File: src/rtl/regfile_write_arbiter.sv
// Two-source writeback arbiter for the register file's single write port.
// Each source feeds a private 2-entry FIFO; round-robin drains them into a registered write stage.
module regfile_write_arbiter #(
  parameter int DEPTH = 2
) (
  input  logic        clock,
  input  logic        ctrl_reset,
  input  logic        wb0_valid,
  input  logic [4:0]  wb0_reg,
  input  logic [31:0] wb0_data,
  output logic        wb0_ready,
  input  logic        wb1_valid,
  input  logic [4:0]  wb1_reg,
  input  logic [31:0] wb1_data,
  output logic        wb1_ready,
  output logic        ctrl_writeEn,
  output logic [4:0]  ctrl_writeReg,
  output logic [31:0] data_writeReg,
  output logic [31:0] busy
);
  localparam int PW = (DEPTH > 1) ? $clog2(DEPTH) : 1;

  logic [1:0]       wb_valid;
  logic [1:0]       wb_ready;
  logic [1:0]       push;
  logic [1:0]       head_valid;
  logic [1:0]       grant;
  logic [1:0][4:0]  wb_reg;
  logic [1:0][4:0]  head_reg;
  logic [1:0][31:0] wb_data;
  logic [1:0][31:0] head_data;
  logic             gnt_port;

  logic [4:0]       fifo_reg_q  [2][DEPTH];
  logic [31:0]      fifo_data_q [2][DEPTH];
  logic [DEPTH-1:0] vld_q       [2];
  logic [PW-1:0]    rd_ptr_q    [2];
  logic [PW-1:0]    wr_ptr_q    [2];
  logic             last_q;
  logic             en_q;
  logic [4:0]       wreg_q;
  logic [31:0]      wdata_q;

  assign wb_valid = {wb1_valid, wb0_valid};
  assign wb_reg   = {wb1_reg, wb0_reg};
  assign wb_data  = {wb1_data, wb0_data};
  assign wb0_ready = wb_ready[0];
  assign wb1_ready = wb_ready[1];

  genvar gi;
  generate
    for (gi = 0; gi < 2; gi++) begin : g_port
      // Ready depends on occupancy only, so a full FIFO stays closed even while it pops.
      assign wb_ready[gi]   = ~&vld_q[gi];
      assign push[gi]       = wb_valid[gi] & wb_ready[gi];
      assign head_valid[gi] = vld_q[gi][rd_ptr_q[gi]];
      assign head_reg[gi]   = fifo_reg_q[gi][rd_ptr_q[gi]];
      assign head_data[gi]  = fifo_data_q[gi][rd_ptr_q[gi]];
    end
  endgenerate

  // Same-register collision goes to port 1 (program-order older) so port 0's value lands last.
  always_comb begin
    grant = 2'b00;
    if (&head_valid) begin
      if (head_reg[0] == head_reg[1]) grant = 2'b10;
      else                            grant = last_q ? 2'b01 : 2'b10;
    end else begin
      grant = head_valid;
    end
  end
  assign gnt_port = grant[1];

  always_ff @(posedge clock) begin
    for (int p = 0; p < 2; p++) begin
      if (push[p]) begin
        fifo_reg_q[p][wr_ptr_q[p]]  <= wb_reg[p];
        fifo_data_q[p][wr_ptr_q[p]] <= wb_data[p];
      end
    end
    if (ctrl_reset) begin
      for (int p = 0; p < 2; p++) begin
        vld_q[p]    <= '0;
        rd_ptr_q[p] <= '0;
        wr_ptr_q[p] <= '0;
      end
      last_q  <= 1'b1;
      en_q    <= 1'b0;
      wreg_q  <= '0;
      wdata_q <= '0;
    end else begin
      for (int p = 0; p < 2; p++) begin
        if (push[p]) begin
          vld_q[p][wr_ptr_q[p]] <= 1'b1;
          wr_ptr_q[p]           <= wr_ptr_q[p] + PW'(1);
        end
        if (grant[p]) begin
          vld_q[p][rd_ptr_q[p]] <= 1'b0;
          rd_ptr_q[p]           <= rd_ptr_q[p] + PW'(1);
        end
      end
      en_q <= |grant;
      if (|grant) begin
        last_q  <= gnt_port;
        wreg_q  <= head_reg[gnt_port];
        wdata_q <= head_data[gnt_port];
      end
    end
  end

  always_comb begin
    busy = '0;
    for (int p = 0; p < 2; p++) begin
      for (int i = 0; i < DEPTH; i++) begin
        if (vld_q[p][i]) busy[fifo_reg_q[p][i]] = 1'b1;
      end
    end
    if (en_q) busy[wreg_q] = 1'b1;
  end

  assign ctrl_writeEn  = en_q;
  assign ctrl_writeReg = wreg_q;
  assign data_writeReg = wdata_q;
endmodule
File: config.mk
export PLATFORM = sky130hd
export DESIGN_NAME = regfile_write_arbiter
export DESIGN_NICKNAME = d
export VERILOG_FILES = /design/src/rtl/regfile_write_arbiter.sv
export SDC_FILE = /design/constraint.sdc
export NUM_CORES = 1
export LEC_CHECK = 0
export BUFFER_PORTS_ARGS = -buffer_cell sky130_fd_sc_hd__buf_2
export CORE_ASPECT_RATIO = 0.9
export CORE_MARGIN = 2
export CORE_UTILIZATION = 57
export DETAILED_ROUTE_END_ITERATION = 7
export PLACE_DENSITY_LB_ADDON = 0.1
export SYNTH_ARGS = -nofsm -noshare
export SYNTH_HDL_FRONTEND = slang
export SYNTH_SLANG_ARGS = --single-unit
File: constraint.sdc
create_clock -name clock -period 3.7 [get_ports clock]
set_input_delay 0.185 -clock clock [delete_from_list [all_inputs] [get_ports clock]]
set_output_delay 0.185 -clock clock [all_outputs]
set_load 0.01 [all_outputs]
## Word level (Yosys, flattened, before mapping)

Memory sizes are Yosys's and may differ from the RTL's.
Index checks and enable logic that the tools add are counted.

| cells by class | value |
|---|---|
| $add $sub $neg | 4 |
| order comparisons | 25 |
| eq/ne operators | 1 |
| multiplexer cells | 88 |
| bitwise gates (word level) | 22 |
| reductions and logical operators | 17 |

Operators by type and width:

| operator | count |
|---|---|
| $mux 32 | 15 |
| $mux 64 | 2 |
| $or 32x32->32 | 4 |
| $demux 32 s1 | 2 |
| $mux 5 | 10 |
| $mux 1 | 39 |
| $lt 5x6->1 const B | 5 |
| $demux 1 s5 | 5 |
| $ge 5x1->1 const B | 5 |
| $mux 10 | 2 |
| $mux 2 | 7 |
| $or 1x1->1 | 12 |
| $logic_and 1x1->1 | 11 |
| $demux 5 s1 | 2 |
| $lt 1x2->1 const B | 5 |
| $ge 2x2->1 const B | 4 |
| $not 1->2 | 4 |
| $reduce_and 2->1 | 3 |
| $eq 5x5->1 | 1 |
| $add 1x1->1 const B | 4 |
| $demux 1 s1 | 4 |
| $ge 1x1->1 const B | 4 |
| $lt 2x1->1 const B | 2 |
| $and 1x1->1 | 2 |
| other kinds (2) | 3 |

| storage, ports and cells | value |
|---|---|
| register bits after elaboration | 39 |
| memory bits (writable) | 156 |
| input port bits | 78 |
| output and inout port bits | 72 |
| logic and storage cells | 166 |
| memories kept | 5 |

Memories:

| name | words | width | read ports | clocked after memory_dff | wr ports | RTL line | RTL |
|---|---|---|---|---|---|---|---|
| fifo_data_q | 2 | 64 | 2 | 0 | 2 | 35 | `logic [31:0] fifo_data_q [2][DEPTH];` |
| fifo_reg_q | 2 | 10 | 2 | 0 | 2 | 34 | `logic [4:0] fifo_reg_q [2][DEPTH];` |
| vld_q | 2 | 2 | 2 | 0 | 2 | 36 | `logic [DEPTH-1:0] vld_q [2];` |
| rd_ptr_q | 2 | 1 | 2 | 0 | 2 | 37 | `logic [PW-1:0] rd_ptr_q [2];` |
| wr_ptr_q | 2 | 1 | 2 | 0 | 2 | 38 | `logic [PW-1:0] wr_ptr_q [2];` |

## Depth between registers and ports, before layout

Gate-level depths: netlist of run 1.

| depth | value |
|---|---|
| depth after elaboration | 13 |
| mapped depth | 10 |

## Least setup slack after synthesis of run 1

No wires, ideal clock.

| path | value |
|---|---|
| path kind | register to register |
| start | memory vld_q[0][0] |
| end | memory vld_q[0][0], enable pin |
| setup time | 298 ps |
| data arrival time | 2593 ps |
| setup slack | 809 ps |
| stages on the path, launching flop included | 5 |
| cells stage by stage | edfxtp_1 -> nand2_1 -> nand2_1 -> nor2_1 -> or3_1 |

RTL lines:

| element | RTL line |
|---|---|
| start: declaration | 36 |

==> results of run 1 <==
## sequential cells by signal (all words and copies together), names as in the netlist
name / cells
ctrl_writeEn: 1
ctrl_writeReg: 5
data_writeReg: 32
fifo_data_q: 128
fifo_reg_q: 20
last_q: 1
rd_ptr_q: 2
vld_q: 4
wr_ptr_q: 2
## cells in the final DEF (no fill, tap or decap), types with 11 or more instances in the layout
| cell type | synthesis | layout |
|---|---|---|
| edfxtp_1 | 154 | 154 |
| buf_2 | 16 | 149 |
| dlygate4sd3_1 | 0 | 74 |
| nand2_1 | 51 | 51 |
| nor2_1 | 49 | 47 |
| dfxtp_1 | 41 | 41 |
| o22ai_1 | 34 | 34 |
| o21ai_0 | 34 | 34 |
| a22oi_1 | 31 | 31 |
| nand3_1 | 27 | 27 |
| mux2i_1 | 26 | 26 |
| nand3b_1 | 20 | 20 |
| nor3b_1 | 20 | 20 |
| a221o_1 | 19 | 19 |
| o221ai_1 | 18 | 18 |
| a211oi_1 | 18 | 18 |
| mux2_2 | 17 | 17 |
| clkbuf_16 | 0 | 17 |
| nor2b_1 | 16 | 16 |
| a221oi_1 | 15 | 15 |
| a31o_1 | 15 | 15 |
| a31oi_1 | 15 | 15 |
| nor3_1 | 11 | 11 |
## metal layers
| layer | track usage, % | up-vias |
|---|---|---|
| li1 | - | 3344 |
| met1 | 41.7 | 3645 |
| met2 | 52.5 | 475 |
| met3 | 5.66 | 64 |
| met4 | 12.0 | 0 |
| met5 | 0 | - |
## how the worst min path moves through the flow
| stage | start | to | slack (ps) | cells after the start |
|---|---|---|---|---|
| after floorplan | wb0_data[0] | fifo_data_q[0][0]$_DFFE_PP_ | 280 | 0 |
| after CTS | wb1_valid | vld_q[1][1]$_SDFFE_PP0P_ | 100 | 3 |
| after global placement | wb1_data[19] | fifo_data_q[0][115]$_DFFE_PP_ | 370 | 1 |
| after global routing | wb1_valid | vld_q[1][1]$_SDFFE_PP0P_ | 140 | 3 |
| final | wb1_valid | vld_q[1][1]$_SDFFE_PP0P_ | 110 | 3 |
| after detailed placement | wb0_data[13] | fifo_data_q[0][13]$_DFFE_PP_ | 380 | 1 |
## power by group through the flow
stage / sequential, W / clock [W] / combinational (W)
finish: 0.00322 / 0.00191 / 0.00259
global route: 0.00326 / 0.00200 / 0.00280
CTS: 0.00319 / 0.00190 / 0.00253
detailed placement: 0.00323 / 0 / 0.00245
global placement: 0.00322 / 0 / 0.00239
floorplan: 0.00312 / 0 / 0.00179
## worst max-delay path, delay by kind of cell (launching register included)
kind                   cells  cell delay, ps
and+or+nand+nor            3            1780
AOI/OAI and AO/OA          3             640
DFF                        1             380
buffers and inverters      1             200
## cells by family after synthesis
kind of cell | synth area share [%]
AND/OR/NAND/NOR | 13.6
AO/OA/AOI/OAI | 17.2
flip-flops | 59.9
buffers and inverters | 3.32
multiplexers | 5.46
XOR/XNOR | 0.564
## stage by stage
| stage | cells | hold WS, ps | worst slack, ps |
|---|---|---|---|
| 2_1_floorplan | 749 | 284 | 809 |
| 3_3_place_gp | 1048 | 371 | 976 |
| 3_5_place_dp | 1048 | 376 | 767 |
| 4_1_cts | 1153 | 104 | 722 |
| 5_1_grt | 1153 | 139 | 481 |
| 6_report | 1153 | 111 | 619 |
## cell type report
type | instances | share of cell area [%]
clock buffers | 17 | 3.79
clock inverters | 14 | 1.69
multi-input cells | 492 | 29.9
flip-flops and latches | 195 | 48.5
well taps | 202 | 2.25
repair buffers | 233 | 13.9
==> flow_summary.toml, run 1 <==
[outcome]
status = "finished clean"

[power]
p_comb_share_pct = 33.6
finalPower_w = 0.00772
pwr-share-clk_pct = 24.7
pwr-share-seq_pct = 41.7
p_leak_nw = 4.12
switchingPower_w = 0.00288
peakVddDrop_mv = 0.541
powerDensity_mw_per_mm2 = 687
swShare_pct = 37.3
intPower_w = 0.00484

[clock_tree]
cts_resized = 0
clkTransAtPathRegs_ps = 70
cts_tree = "done"
cts_hold_buffers = 74
clock_latency_ps = 440
cts_buffer_depth = 2
cts_max_level = 4
clock-root-buffer = "clkbuf_16"
cts_sinks = 195
post_cts.repair.setup_buffers = 0
cts_buffers = 17

[job]
cap_viol_max_count = 0

[sta]
worst_pin_slew_ps = 1260
hold_viol = 0
slew_headroom_pct = 15.5
fin_tns_setup_ps = 0
max_freq_ghz = 0.325
drv_slew = 0
setup_viol = 0
rsz0062_at_grt = "no"
fin_crit_sh_pct = 83.3
fin_skew_ps = 16.2
min_period_ps = 3080

[route]
drc = 0
wire_per_inst_um = 23.1
route.met2.wl_mm = 13.0
num_vias = 7528
drtIter0Drc = 743
wl_met3_mm = 2.15
highest_layer = "met4"
first_pass_iters = 7
via_per_inst = 6.53
met1_length_mm = 10.6
ant_nets = 0
wl_mm = 26.6

[floorplanning]
start_util_pct = 58.7
die_area_mm2 = 0.0170
die_w_um = 137
fp.coreArea_mm2 = 0.0155
die_h_um = 124
num_rows = 43
num_io_pins = 150

[setup_path]
cpPeakStageDelay_ps = 630
crit-reg2reg-launch = "rd_ptr_q[0][1]$_SDFFCE_PN0P_"
worstSetupPathType = "flop to flop"
crit_path_max_fanout = 18
worstPathRequired_ps = 4080
r2r-end = "data_writeReg[3]$_SDFFE_PP0P_"
startpoint = "rd_ptr_q[0][1]$_SDFFCE_PN0P_"
worst_setup_path_end_kind = "flop"
start_kind = "flop"
crit_chain = "buf_4, nand2_1, nand2_1, nor2_4, a221oi_1, a211oi_1, a31o_1"
ff2ff_setup_slack_ps = 620
cpMaxStageDelayCell = "nand2_1"
cp_common_cell = "nand2_1"
worstRegToRegCells = 7
arrival_ps = 3460
critPathCapture = "data_writeReg[3]$_SDFFE_PP0P_"

[finish]
nFillCells = 1002
nets = 1017
syn_to_final_growth_pct = 23.6
regArea_mm2 = 0.00545
post-route-cell-area_mm2 = 0.0112
n_antenna_cell = 0
fin_util_pct = 72.5
multi_input_area_mm2 = 0.00336
drive_above_1_share_pct = 24.3

[synth]
ys_warn_count = 0
synthMostInstantiatedCell = "edfxtp_1"
avgSynthCellArea_um2 = 12.1
synth_top_area_share_pct = 50.9
synth_seq_cells = 195
synthArstFlopShare_pct = 0
syn-instance-count = 749
netlist_top_cells_count = "edfxtp_1 (154), nand2_1 (51), nor2_1 (49), dfxtp_1 (41), clkbuf_1 (35)"
yosys.cell_types.count = 49
synth-edff-count = 154
synth_area_mm2 = 0.00909
ys.flop_type = "edfxtp_1"
seq_area_frac_synth_pct = 59.9
synth_top_area_cell = "edfxtp_1"
syn-num-nets = 827
synth_area_leaders = "edfxtp_1 (51%), dfxtp_1 (9.0%), mux2i_1 (2.9%)"

[grt]
grt_pass1_vias = 7271
grt_max_degree = 59
grtUsageTotal_pct = 31.6
grt_overflow_total = 0
antenna_found_initial = 0
grt_pass1_wl_mm = 39.9

[place]
dpl_cell_area_mm2 = 0.00988
gp_congestion = 0.932
portBuffers = 149
place_hpwl_mm = 16.7

[worst_hold_path]
hold_class = "input port to flop"
Note: power is estimated with default switching activity, not from simulation.
==> run 2, diff against run 1 <==
--- a/config.mk
+++ b/config.mk
@@ -5,10 +5,11 @@
 export SDC_FILE = /design/constraint.sdc
 export NUM_CORES = 1
 export LEC_CHECK = 0
+export ABC_AREA = 1
 export BUFFER_PORTS_ARGS = -buffer_cell sky130_fd_sc_hd__buf_2
 export CORE_ASPECT_RATIO = 0.9
 export CORE_MARGIN = 2
-export CORE_UTILIZATION = 57
+export CORE_UTILIZATION = 56
 export DETAILED_ROUTE_END_ITERATION = 7
 export PLACE_DENSITY_LB_ADDON = 0.1
 export SYNTH_ARGS = -nofsm -noshare
==> constraint.sdc (replaced) <==
create_clock -name clock -period 3.1 [get_ports clock]
set_input_delay 0.155 -clock clock [delete_from_list [all_inputs] [get_ports clock]]
set_output_delay 0.155 -clock clock [all_outputs]
set_load 0.01 [all_outputs]
==> flow_summary.toml, run 2 <==
[synth]
syn-num-nets = 935
synth_top_family_by_area = "simple AND/OR/NAND/NOR gates"
seq_area_frac_synth_pct = 61.4
avgSynthCellArea_um2 = 10.3
synth_top_area_share_pct = 52.2
synthMostInstantiatedCell = "nand2_1"
yosys.cell_types.count = 33
syn-instance-count = 857
yosys.area_share.simple_pct = 18.0
yosys.area_share.adder_pct = 0
netlist_top_cells_count = "nand2_1 (212), edfxtp_1 (154), nand3_1 (88), inv_1 (53), a21oi_1 (49)"
synth_seq_cells = 195
synth-edff-count = 154
synth_compound_area_share_pct = 11.0
synth_area_leaders = "edfxtp_1 (52%), dfxtp_1 (9.3%), nand2_1 (9.0%)"
ys_warn_count = 0
synth_xor_xnor_area_share_pct = 0.0988
synth.area.mux_share_pct = 4.67
synthArstFlopShare_pct = 0
synth_area_mm2 = 0.00887
ys.flop_type = "edfxtp_1"
synth_top_area_cell = "edfxtp_1"

[place]
place_hpwl_mm = 16.6
dpl_cell_area_mm2 = 0.00986
portBuffers = 149
gp_congestion = 0.964
placedCellCount = 1192

[floorplanning]
die_w_um = 137
num_rows = 43
die_area_mm2 = 0.0169
fp.coreArea_mm2 = 0.0154
start_util_pct = 57.4
die_h_um = 123
num_io_pins = 150

[grt]
grt_pass1_wl_mm = 38.4
grt_overflow_total = 0
grt_max_degree = 41
antenna_found_initial = 0
grt_pass1_vias = 7373
grtUsageTotal_pct = 30.7

[clock_tree]
cts_max_level = 4
clock-root-buffer = "clkbuf_16"
cts_tree = "done"
cts_buffers = 17
post_cts.repair.setup_buffers = 0
clock_latency_ps = 440
cts_sinks = 195
cts_buffer_depth = 2
clkTransAtPathRegs_ps = 70

[route]
drc = 1
wl_mm = 25.5
ant_nets = 0
via_per_inst = 5.87
num_vias = 7617
first_pass_iters = 8
wire_per_inst_um = 19.6
drtIter0Drc = 885

[finish]
post-route-cell-area_mm2 = 0.0112
fin_util_pct = 72.6
regArea_mm2 = 0.00545
drive_above_1_share_pct = 19.7
multi_input_area_mm2 = 0.00303
nets = 1161
syn_to_final_growth_pct = 26.5
n_antenna_cell = 0
fin_cells = 1298
most-common-layout-cells = "nand2_1 (212), edfxtp_1 (154), buf_2 (149)"
nFillCells = 1121
largest_register_ff_count = 128
layout_commonest_cell = "nand2_1"

[sta]
worst_pin_slew_ps = 676
max_freq_ghz = 0.363
fin_tns_setup_ps = 0
hold_viol = 0
fin_crit_sh_pct = 88.8
setup_viol = 0
slew_headroom_pct = 54.6
min_period_ps = 2750
drv_slew = 0
fin_skew_ps = 8.47
rsz0062_at_grt = "no"

[power]
p_leak_nw = 4.71
powerDensity_mw_per_mm2 = 889
peakVddDrop_mv = 0.663

[setup_path]
cp_top_family = "simple AND/OR/NAND/NOR gates"
arrival_ps = 3100
crit_path_max_fanout = 23
worstPathRequired_ps = 3450
start_kind = "flop"
cpMaxStageDelayCell = "inv_2"
worst_setup_path_end_kind = "flop"
crit_chain = "buf_4, o21ai_0, nand2_1, nand2_1, nor2_1, nand3_2, nand2_4, nand3_4, inv_2, nand2_1, a21oi_1"
cp_common_cell = "nand2_1"
cp_num_buf_inv = 2
worstSetupPathType = "flop to flop"
cpPeakStageDelay_ps = 440

[worst_hold_path]
hold_class = "input port to flop"

[job]
cap_viol_max_count = 0

[outcome]
violations = "DRC"
status = "complete, but fails checks"
[run 2: kinds of logic (layout without fill, tap and decap cells)]
| group | after synthesis | count (layout) |
|---|---|---|
| AOI/OAI and AO/OA | 154 | 154 |
| and+or+nand+nor | 373 | 373 |
| xor gates and xnor gates | 1 | 1 |
| muxes | 41 | 41 |
| buffers and inverters | 93 | 332 |
| DFF | 195 | 195 |
[run 2: worst paths after layout]
| check | start | slack, ps | end | cells after the start |
|---|---|---|---|---|
| worst max-delay path | rd_ptr_q[0][1]$_SDFFCE_PN0P_ | 350 | data_writeReg[30]$_SDFFE_PP0P_ | 11 |
| worst min-delay path | ctrl_reset | 150 | ctrl_writeEn$_SDFF_PP0_ | 2 |
| worst max register to register | rd_ptr_q[0][1]$_SDFFCE_PN0P_ | 350 | data_writeReg[30]$_SDFFE_PP0P_ | 11 |
| worst min register to register | data_writeReg[24]$_SDFFE_PP0P_ | 470 | data_writeReg[24]$_SDFFE_PP0P_ | 2 |
[run 2: cell type report]
class,instances,share of cell area (%)
Timing Repair Buffer,243,14.8
Clock buffer,18,3.92
Clock inverter,14,1.50
Inverter,57,1.91
Multi-Input combinational cell,569,27.1
Sequential cell,195,48.6
Tap cell,202,2.25
[run 2: power breakdown]
part	total [W]	switching [W]	internal [W]
Sequential	0.00374	0.000339	0.00340
Combinational	0.00402	0.00270	0.00133
Clock	0.00221	0.00104	0.00117
[run 2: layer usage]
layer / global-route usage (%) / vias to the layer above / wire length (um)
met1: 38.4 / 3578 / 10300
met4: 11.1 / 0 / 617
met2: 52.2 / 417 / 12600
li1: - / 3560 / -
met5: 0 / - / 0
met3: 7.34 / 62 / 1970
[run 2: repair_timing]
item | 4_1_cts | 5_1_grt
endpoints found under the setup margin | 0 | 2
gates resized for setup | 0 | 1
endpoints found under the hold margin | 148 | 0
hold buffers | 74 | 0
[run 2: through the flow]
step | worst slack [ps] | power (W) | hold slack [ps]
floorplan | 352 | 0.00646 | 254
global placement | 518 | 0.00757 | 342
detailed placement | 424 | 0.00765 | 346
CTS | 313 | 0.00992 | 132
global route | 63.1 | 0.0106 | 158
finish | 348 | 0.00997 | 149
==> run 3, diff against run 2 <==
--- a/config.mk
+++ b/config.mk
@@ -12,6 +12,7 @@
 export CORE_UTILIZATION = 56
 export DETAILED_ROUTE_END_ITERATION = 7
 export PLACE_DENSITY_LB_ADDON = 0.1
+export REMOVE_ABC_BUFFERS = 1
 export SYNTH_ARGS = -nofsm -noshare
 export SYNTH_HDL_FRONTEND = slang
 export SYNTH_SLANG_ARGS = --single-unit
==> flow_summary.toml, run 3 (synthesis results as in run 2) <==
[finish]
most-common-layout-cells = "nand2_1 (212), edfxtp_1 (154), buf_2 (149)"
nFillCells = 1115
regArea_mm2 = 0.00545
nets = 1161
n_antenna_cell = 0
drive_above_1_share_pct = 19.7
largest_register_ff_count = 128
layout_commonest_cell = "nand2_1"
multi_input_area_mm2 = 0.00303
syn_to_final_growth_pct = 26.7

[sta]
setup_viol = 0
min_period_ps = 2580
max_freq_ghz = 0.388
fin_skew_ps = 16.6
holdWs_ps = 175
layout_setup_ws_ps = 519
worst_pin_slew_ps = 691
fin_crit_sh_pct = 83.2
hold_viol = 0
slew_headroom_pct = 53.8
rsz0062_at_grt = "no"
drv_slew = 0

[route]
wl_mm = 24.8
drtIter0Drc = 776
first_pass_iters = 7
via_per_inst = 5.82
drc = 0
ant_nets = 0
num_vias = 7559
wire_per_inst_um = 19.1

[setup_path]
arrival_ps = 2910
worst_setup_path_end_kind = "flop"
start_kind = "flop"
worstPathRequired_ps = 3420
ff2ff_setup_slack_ps = 520
worstSetupPathType = "flop to flop"
crit_path_max_fanout = 42

[clock_tree]
cts_tree = "done"
clock-root-buffer = "clkbuf_16"
cts_sinks = 195
clkTransAtPathRegs_ps = 70
cts_buffers = 17
cts_buffer_depth = 2
cts_max_level = 4
clock_latency_ps = 430

[job]
cap_viol_max_count = 0

[grt]
grt_overflow_total = 0
grt_pass1_wl_mm = 37.9
antenna_found_initial = 0
grt_pass1_vias = 7102
grt_max_degree = 43
grtUsageTotal_pct = 30.2

[power]
p_leak_nw = 4.73
powerDensity_mw_per_mm2 = 889
peakVddDrop_mv = 0.751

[floorplanning]
die_h_um = 123
num_io_pins = 150
die_area_mm2 = 0.0169
num_rows = 43
die_w_um = 137
fp.coreArea_mm2 = 0.0154
start_util_pct = 57.4

[place]
pre_cts_ws_ps = 305
portBuffers = 149
place_hpwl_mm = 15.5
gp_congestion = 0.974

[worst_hold_path]
hold_class = "input port to flop"

[outcome]
status = "finished clean"
==> run 3: changes by cell type in the layout (fill, tap and decap cells not counted) <==
| cell | delta |
|---|---|
| bufinv_16 | +1 |
| inv_6 | -1 |
| clkinv_2 | +2 |
| clkinvlp_4 | -2 |
| clkinv_4 | -2 |
| inv_8 | +2 |
==> run 3: worst max-delay path, stage by stage, from the launching register on <==
cell      delay [ps]
edfxtp_1         590
inv_2            340
nand2_1           90
nand2_1          100
nand2_1           60
nand2_1           60
nor2_1            60
nand3_2          110
nand2_4          160
nand3_4          110
buf_4            430
o21ai_0          200
nor2_1           120
nor2_1            40
==> run 3: path summary, 6_finish.rpt <==
check,depth (start not counted),from,to
setup reg to reg,13,rd_ptr_q[0][0]$_SDFFCE_PN0P_,ctrl_writeReg[3]$_SDFFE_PP0P_
hold / removal,2,ctrl_reset,data_writeReg[30]$_SDFFE_PP0P_
setup / recovery,13,rd_ptr_q[0][0]$_SDFFCE_PN0P_,ctrl_writeReg[3]$_SDFFE_PP0P_
hold reg to reg,2,data_writeReg[3]$_SDFFE_PP0P_,data_writeReg[3]$_SDFFE_PP0P_
==> run 3: cell type report <==
class                   instances  area share (%)
flip-flops and latches        195            48.5
inverters                      57            1.90
clock inverters                14            1.68
multi-input cells             569            27.0
clock buffers                  18            3.91
well taps                     202            2.25
repair buffers                243            14.8
==> run 3: metal layers <==
| metal | share of wire, % | vias up | track usage [%] |
|---|---|---|---|
| met5 | 0 | - | 0.926 |
| met1 | 42 | 3502 | 40.6 |
| li1 | - | 3565 | - |
| met2 | 47 | 446 | 48.7 |
| met4 | 1.5 | 0 | 8.85 |
| met3 | 9.7 | 46 | 7.59 |
==> run 3: timing repair <==
item	4_1_cts	5_1_grt
setup endpoints to repair	0	3
setup buffers	0	0
hold buffers	74	0
gates resized for setup	0	1
hold endpoints to repair	148	0
==> run 3: per-stage QoR <==
step	std cells	setup TNS, ps	util [%]	cell area, um^2	power [W]
2_1_floorplan	821	-11030	-	8660	0.00621
3_3_place_gp	1192	0	63.9	9860	0.00756
3_5_place_dp	1192	0	63.9	9860	0.00760
4_1_cts	1298	0	72.7	11200	0.00997
5_1_grt	1298	0	72.8	11200	0.0106
6_report	1298	0	72.8	11200	0.00999
==> run 3: where the power goes <==
group / leakage, nW / switching [W] / internal [W]
Combinational: 2.64 / 0.00265 / 0.00131
Sequential: 1.79 / 0.000354 / 0.00340
Clock: 0.307 / 0.00102 / 0.00125
